<file path="src/rtl/ternary_pkg.sv">
// Shared ternary definitions: trit encodings, fold-operator codes and the
// reducer FSM states, plus the illegal-trit sanitiser.
package ternary_pkg;

    localparam logic [1:0] T0    = 2'b00;
    localparam logic [1:0] T1    = 2'b01;
    localparam logic [1:0] T2    = 2'b10;
    localparam logic [1:0] T_ILL = 2'b11;

    localparam logic [1:0] MODE_MAX  = 2'd0;
    localparam logic [1:0] MODE_MIN  = 2'd1;
    localparam logic [1:0] MODE_CONS = 2'd2;
    localparam logic [1:0] MODE_ADD  = 2'd3;

    typedef enum logic [1:0] {
        ST_IDLE  = 2'd0,
        ST_ACCUM = 2'd1,
        ST_DONE  = 2'd2
    } state_t;

    // An illegal trit is folded as 0 so the accumulator never holds 11.
    function automatic logic [1:0] sanitise(input logic [1:0] t);
        return (t == T_ILL) ? T0 : t;
    endfunction

endpackage

</file>
<file path="src/rtl/ternary_trit_alu.sv">
// Single-trit fold operator; both operands are assumed already sanitised.
module ternary_trit_alu
    import ternary_pkg::*;
(
    input  logic [1:0] a,
    input  logic [1:0] b,
    input  logic [1:0] mode,
    output logic [1:0] result
);

    logic [2:0] sum;

    always_comb begin
        sum    = {1'b0, a} + {1'b0, b};
        result = T0;
        unique case (mode)
            MODE_MAX:  result = (a > b) ? a : b;
            MODE_MIN:  result = (a < b) ? a : b;
            MODE_CONS: result = (a == b) ? a : T1;
            MODE_ADD: begin
                // Operands are at most 2, so the sum only wraps for 3 and 4.
                case (sum)
                    3'd3:    result = T0;
                    3'd4:    result = T1;
                    default: result = sum[1:0];
                endcase
            end
            default:   result = T0;
        endcase
    end

endmodule

</file>
<file path="src/rtl/ternary_stream_reducer.sv">
// Folds a stream of ternary words trit-wise into an accumulator and presents
// the frame result, word count and error flags on an output handshake.
module ternary_stream_reducer
    import ternary_pkg::*;
#(
    parameter int TRITS = 8,
    parameter int CNT_W = 8
) (
    input  logic                 clk,
    input  logic                 rst_n,
    input  logic                 in_valid,
    output logic                 in_ready,
    input  logic [2*TRITS-1:0]   in_data,
    input  logic                 in_last,
    input  logic [1:0]           in_mode,
    output logic                 out_valid,
    input  logic                 out_ready,
    output logic [2*TRITS-1:0]   out_data,
    output logic [CNT_W-1:0]     out_count,
    output logic                 out_err,
    output logic                 out_sat
);

    localparam logic [CNT_W-1:0] CNT_MAX = '1;

    state_t             state;
    logic [1:0]         mode_q;
    logic               in_fire;
    logic [2*TRITS-1:0] clean_data;
    logic [2*TRITS-1:0] fold_data;
    logic [TRITS-1:0]   ill_vec;

    assign in_fire = in_valid && in_ready;

    for (genvar i = 0; i < TRITS; i++) begin : g_trit
        assign ill_vec[i]            = (in_data[2*i +: 2] == T_ILL);
        assign clean_data[2*i +: 2]  = sanitise(in_data[2*i +: 2]);

        ternary_trit_alu u_alu (
            .a      (out_data[2*i +: 2]),
            .b      (clean_data[2*i +: 2]),
            .mode   (mode_q),
            .result (fold_data[2*i +: 2])
        );
    end

    // out_data doubles as the accumulator, so the result is stable in DONE
    // without a separate output copy.
    always_ff @(posedge clk or negedge rst_n) begin
        if (!rst_n) begin
            state     <= ST_IDLE;
            mode_q    <= MODE_MAX;
            in_ready  <= 1'b0;
            out_valid <= 1'b0;
            out_data  <= '0;
            out_count <= '0;
            out_err   <= 1'b0;
            out_sat   <= 1'b0;
        end else begin
            unique case (state)
                ST_IDLE: begin
                    in_ready <= 1'b1;
                    if (in_fire) begin
                        out_data  <= clean_data;
                        mode_q    <= in_mode;
                        out_count <= CNT_W'(1);
                        out_err   <= |ill_vec;
                        out_sat   <= 1'b0;
                        if (in_last) begin
                            state     <= ST_DONE;
                            in_ready  <= 1'b0;
                            out_valid <= 1'b1;
                        end else begin
                            state <= ST_ACCUM;
                        end
                    end
                end
                ST_ACCUM: begin
                    if (in_fire) begin
                        out_data <= fold_data;
                        out_err  <= out_err | (|ill_vec);
                        if (out_count == CNT_MAX) begin
                            out_sat <= 1'b1;
                        end else begin
                            out_count <= out_count + CNT_W'(1);
                        end
                        if (in_last) begin
                            state     <= ST_DONE;
                            in_ready  <= 1'b0;
                            out_valid <= 1'b1;
                        end
                    end
                end
                ST_DONE: begin
                    if (out_ready) begin
                        state     <= ST_IDLE;
                        in_ready  <= 1'b1;
                        out_valid <= 1'b0;
                    end
                end
                default: begin
                    state     <= ST_IDLE;
                    in_ready  <= 1'b0;
                    out_valid <= 1'b0;
                end
            endcase
        end
    end

endmodule

</file>
<file path="config.mk">
export PLATFORM = sky130hd
export DESIGN_NAME = ternary_stream_reducer
export DESIGN_NICKNAME = d
export VERILOG_FILES = /design/src/rtl/ternary_pkg.sv /design/src/rtl/ternary_trit_alu.sv /design/src/rtl/ternary_stream_reducer.sv
export SDC_FILE = /design/constraint.sdc
export NUM_CORES = 1
export LEC_CHECK = 0
export CAP_MARGIN = 5
export CORE_MARGIN = 5
export CORE_UTILIZATION = 56
export CTS_BUF_LIST = sky130_fd_sc_hd__clkbuf_8
export DETAILED_ROUTE_END_ITERATION = 7
export GPL_ROUTABILITY_DRIVEN = 0
export PLACE_DENSITY_LB_ADDON = 0.15
export SETUP_SLACK_MARGIN = 0.5
export SLEW_MARGIN = 20
export SYNTH_ARGS = -nofsm -noshare
export SYNTH_HDL_FRONTEND = slang
export SYNTH_SLANG_ARGS = --single-unit
</file>
<file path="constraint.sdc">
create_clock -name clk -period 2.46 [get_ports clk]
set_input_delay 0.246 -clock clk [delete_from_list [all_inputs] [get_ports clk]]
set_output_delay 0.246 -clock clk [all_outputs]
set_load 0.01 [all_outputs]
</file>
**Word-level counts from Yosys, hierarchy flattened**

Cells that the tools add are included.

- Word-level logic and storage cells: 210
- Flip-flop bits (word level): 32

- Add/subtract/negate cells: 9
- Magnitude comparators: 16
- Bitwise logic cells: 1
- Reduce and logical (&&, ||, !) cells: 21
- Equality and inequality tests: 70
- Mux-type cells: 78

Operators by type and width:

| cell | count |
|---|---|
| $mux W2 | 37 |
| $ne A3 B3 Y1 const B | 24 |
| $pmux W2 S4 | 8 |
| $reduce_and A6 Y1 | 8 |
| $mux W16 | 2 |
| $pmux W16 S2 | 1 |
| $pmux W2 S2 | 8 |
| $add A2 B2 Y3 | 8 |
| $eq A3 B2 Y1 const B | 8 |
| $eq A3 B3 Y1 const B | 8 |
| $mux W8 | 3 |
| $eq A2 B2 Y1 const B | 11 |
| $eq A2 B2 Y1 | 8 |
| $gt A2 B2 Y1 | 8 |
| $lt A2 B2 Y1 | 8 |
| $pmux W8 S2 | 1 |
| $mux W1 | 13 |
| $ne A2 B2 Y1 const B | 6 |
| $reduce_and A4 Y1 | 3 |
| $reduce_and A3 Y1 | 3 |
| $add A8 B1 Y8 const B | 1 |
| $eq A8 B8 Y1 const B | 1 |
| $reduce_or A8 Y1 | 1 |
| $pmux W1 S2 | 3 |
| 10 further kinds | 13 |

**Longest topological paths before layout**

- Depth after elaboration: 8
- Mapped depth: 8

**By module**

Synthesis repeated with hierarchy kept, for this count alone.

- Cells, all modules: 412
- Area, all modules: 3,743.6 µm²

Modules (own cells, without submodules):

| module | times used | sequential area each (µm²) | area an instance (µm²) | cells each |
|---|---|---|---|---|
| ternary_stream_reducer | 1 | 800.8 | 1,666.6 | 172 |
| ternary_trit_alu (g_trit[0].u_alu ...) | 6 | 0.0 | 259.0 | 30 |
| ternary_trit_alu (g_trit[4].u_alu ...) | 2 | 0.0 | 261.5 | 30 |

**Worst setup path before layout**

No wires, ideal clock.

- Kind: register to register
- Start point: register out_data[10]
- End point: register out_data[10]
- Setup slack: 0.316 ns
- Arrival: 2.019 ns
- Stages on the path, launching flop included: 8
- Required time: 2.335 ns
- Cell sequence: dfrtp_1 > clkbuf_1 > and3b_1 > fa_1 > inv_1 > o311ai_0 > a221oi_1 > mux2_2

- Word-level cells in the longest chain between the ends: 6
- Elaborated cells on any way between the ends: 14

Ends and longest elaborated chain:

| what | line | RTL |
|---|---|---|
| start: declaration | ternary_stream_reducer.sv:18 | `output logic [2*TRITS-1:0] out_data,` |
| start signal: assignment | ternary_stream_reducer.sv:64 | `out_data <= clean_data;` |
| start signal: assignment | ternary_stream_reducer.sv:80 | `out_data <= fold_data;` |
| $add A2 B2 Y3 | ternary_trit_alu.sv:14 | `sum = {1'b0, a} + {1'b0, b};` |
| $eq A3 B3 Y1 / $eq A3 B2 Y1 (equally long branches) | ternary_trit_alu.sv:22 | `case (sum)` |
| $pmux W2 S2 | ternary_trit_alu.sv:22 |  |
| $pmux W2 S4 | ternary_trit_alu.sv:16 | `unique case (mode)` |
| $mux W16 | ternary_stream_reducer.sv:79 | `if (in_fire) begin` |
| $pmux W16 S2 | ternary_stream_reducer.sv:60 | `unique case (state)` |

Several ways; a longest one is shown, not always the timed one. The select of a mux whose other input is x is not followed.
A chain may end at the register's enable or synchronous reset.

**Worst setup path in the final report**

- Start point: register out_data[6]
- End point: register out_data[6]

Same word-level chain as after synthesis.

==> metrics.txt <==
Slowest cell on crit path fa_2; clock sink total 32; share of cells above drive strength 1 0.312; Num CTS Buffers 5; setup ws final 392 ps; max_slew headroom 0.700; Die Width 84.8 um; cells after synthesis 351; period utilization 0.841; Overflow after GRT 0; Clk pwr share 0.101; Via density 6.59; Syn Area/Cell 8.92 sq um; power density over the cells 1040 mW/mm^2; H-tree levels 2; CP required 2640 ps; number of DRC markers in iteration 0 301; initial antenna violation count 0; kind of cell adding the most delay to the critical path simple AND/OR/NAND/NOR gates; post-synthesis xor/xnor area fraction 0.0168; Crit. End Element register; FFs w/ async S/R, synth 1.00; post-layout util 0.813; Post-DP Area 0.00386 sq mm; Combinational Power Share 0.664; register area share after synthesis 0.256; drt pass-1 iters 6; worst ir drop on vdd 0.721 mV; Setup TNS 0 ps; Main synth FF type dfrtp_1; Final Hold Vio Count 0; area share of and/or/nand/nor cells after synthesis 0.287; Core Rows 27; post-synthesis mux area share 0.0408; CP peak stage delay 580 ps; crit path buf inv count 0; slew at the pin closest to its max-slew limit 450 ps; # port buffers 50; Min Clock Period, post-route 2070 ps; most common cell after layout, fill and taps aside buf_4; leakage 1.85 nW; highest clock rate 0.484 GHz; WL per Instance 19.7 um; cell internal pwr 0.00255 W; total wire length 10,100 um; DP Worst Slack 0.0346 ps; Critical Path AT 2240 ps; EDFF count, synth 0; DRC Markers 0; Crit Path Max Fanout 8; Initial Util 0.572; ANT cells 0; post-DP HPWL 6200 um; status complete, no violations; Final setup violation count 0; Seq pwr share 0.235; CTS root buffer clkbuf_8; Ys Warns 0; first-pass GRT wire length 15,200 um; most frequent cells in the layout 49 x buf_4, 34 x clkdlybuf4s50_1, 27 x dfrtp_1; Vias 3,369; Clock Tree Buf Depth 2; largest family of logic cells by synthesized area simple AND/OR/NAND/NOR gates; largest net degree at the start of global routing 33; sw power 0.00206 W; Netlist cell types 62; hold buffer count at CTS 0; latest clock arrival within the worst-skew pair 300 ps; syn_nets 391; Area Growth Syn to Fin 42.1%; Die Area 0.00718 sq mm; critical-path cell list and3b_2 > fa_2 > nor4b_2 > a221oi_2 > o22a_1; gr usage total 0.258; Worst-path clk slew 70 ps; Final Max Slew Viols 0; adder-cell share of the synthesized area 0.0872; Post-Syn Area 0.00313 sq mm; MaxCap Viol Count 0; die height 84.8 um; Final nets 479; Hold WC Path Type in2async; Seq cells post-synth 32; Ports 51; kind of critical path reg2reg; RSZ-0062 raised after global routing yes; Synth Area in Compound Gates 0.259; reg2reg setup slack 390 ps; ANT nets after route 0; switching part of the total 0.447; clk_skew 9.85 ps; core box area 0.00547 sq mm; fin area 0.00445 sq mm; CTS tree done; Critical Path Start Type register; vias in the first global route 3,279
## cells by family after synthesis
kind of cell / Yosys count
xor+xnor: 6
flops: 32
simple gates: 142
buf+inv: 36
fa+ha+maj: 17
mux: 11
compound gates: 107
## sequential cells by signal (all words and copies together), names as in the netlist
| register | cells |
|---|---|
| out_valid | 1 |
| mode_q | 2 |
| out_err | 1 |
| out_sat | 1 |
| out_count | 8 |
| in_ready | 1 |
| state | 2 |
| out_data | 16 |
## cell type report
| type | instances | area [sq um] |
|---|---|---|
| multi-input cells | 284 | 2510 |
| repair buffers | 101 | 887 |
| fillers | 369 | 1030 |
| flip-flops and latches | 32 | 807 |
| clock buffers | 7 | 96.3 |
| inverters | 15 | 56.3 |
| well taps | 72 | 90.1 |
## power groups by stage
stage / sequential [W] / clock (W) / combinational (W)
4_1_cts: 0.00104 / 0.000466 / 0.00260
3_5_place_dp: 0.00105 / 0 / 0.00243
5_1_grt: 0.00112 / 0.000504 / 0.00329
6_report: 0.00109 / 0.000466 / 0.00306
2_1_floorplan: 0.00103 / 0 / 0.00163
3_3_place_gp: 0.00104 / 0 / 0.00236
## path summary, 6_finish.rpt
check,cells after the start,start,to
setup / recovery,5,out_data[6]$_DFFE_PN0P_,out_data[6]$_DFFE_PN0P_
hold reg to reg,2,out_valid$_DFFE_PN0P_,out_valid$_DFFE_PN0P_
min in group clk,3,in_data[13],out_data[13]$_DFFE_PN0P_
max in group asynchronous,2,rst_n,state[1]$_DFFE_PN0P_
setup reg to reg,5,out_data[6]$_DFFE_PN0P_,out_data[6]$_DFFE_PN0P_
hold / removal,2,rst_n,out_data[3]$_DFFE_PN0P_
## synthesized netlist by cell type (3+ instances only)
cell	n	area, sq um
dfrtp_1	32	801
nand2b_1	27	169
nor2_1	20	75.1
inv_1	15	56.3
nor2b_1	13	81.3
a31oi_1	11	68.8
nand2_1	11	41.3
a21oi_1	10	50.1
clkbuf_1	10	37.5
nand3_1	10	50.1
or3_1	10	62.6
ha_1	9	113
a311oi_1	8	70.1
fa_1	8	160
nor3_1	8	40.0
nand3b_1	7	52.6
o21ai_0	7	35.0
o311ai_0	7	61.3
a221oi_1	6	52.6
a22oi_1	6	45.0
and3b_1	6	52.6
buf_2	6	30.0
nand4b_1	6	52.6
o211ai_1	6	45.0
o32ai_1	6	52.6
a22o_1	5	43.8
mux2_1	5	56.3
mux2_2	5	56.3
nand4_1	5	31.3
nor4bb_1	5	50.1
o21ai_1	5	25.0
o31ai_1	5	37.5
xnor2_1	5	43.8
a21o_1	4	30.0
a211oi_1	3	22.5
a21oi_2	3	26.3
and2_1	3	18.8
or3b_1	3	26.3
## metrics by stage
stage	power, W	hold WS [ps]	std cells
CTS	0.00411	365	498
detailed placement	0.00348	504	485
floorplan	0.00266	-49.6	351
finish	0.00461	350	511
global placement	0.00340	496	485
global route	0.00491	399	511
## per-layer routing
| metal | wire length [um] | GRT usage |
|---|---|---|
| met1 | 4020 | 0.314 |
| met2 | 5040 | 0.438 |
| met3 | 724 | 0.0559 |
| met4 | 292 | 0.108 |
| met5 | 0 | 0 |
## worst reg2reg max path: cells and delay by family (launching register included)
family                     cells  cell delay [ps]
AOI/OAI and AO/OA              2              310
adders and majority gates      1              580
DFF                            1              450
and+or+nand+nor                2              620
## what timing repair did
item,in CTS,in global routing
setup endpoints to repair,13,18
pin swaps,11,15
gates resized for setup,39,48
buffers inserted,6,12
gates cloned,0,1
No activity file was read; power rests on OpenSTA's default activity.
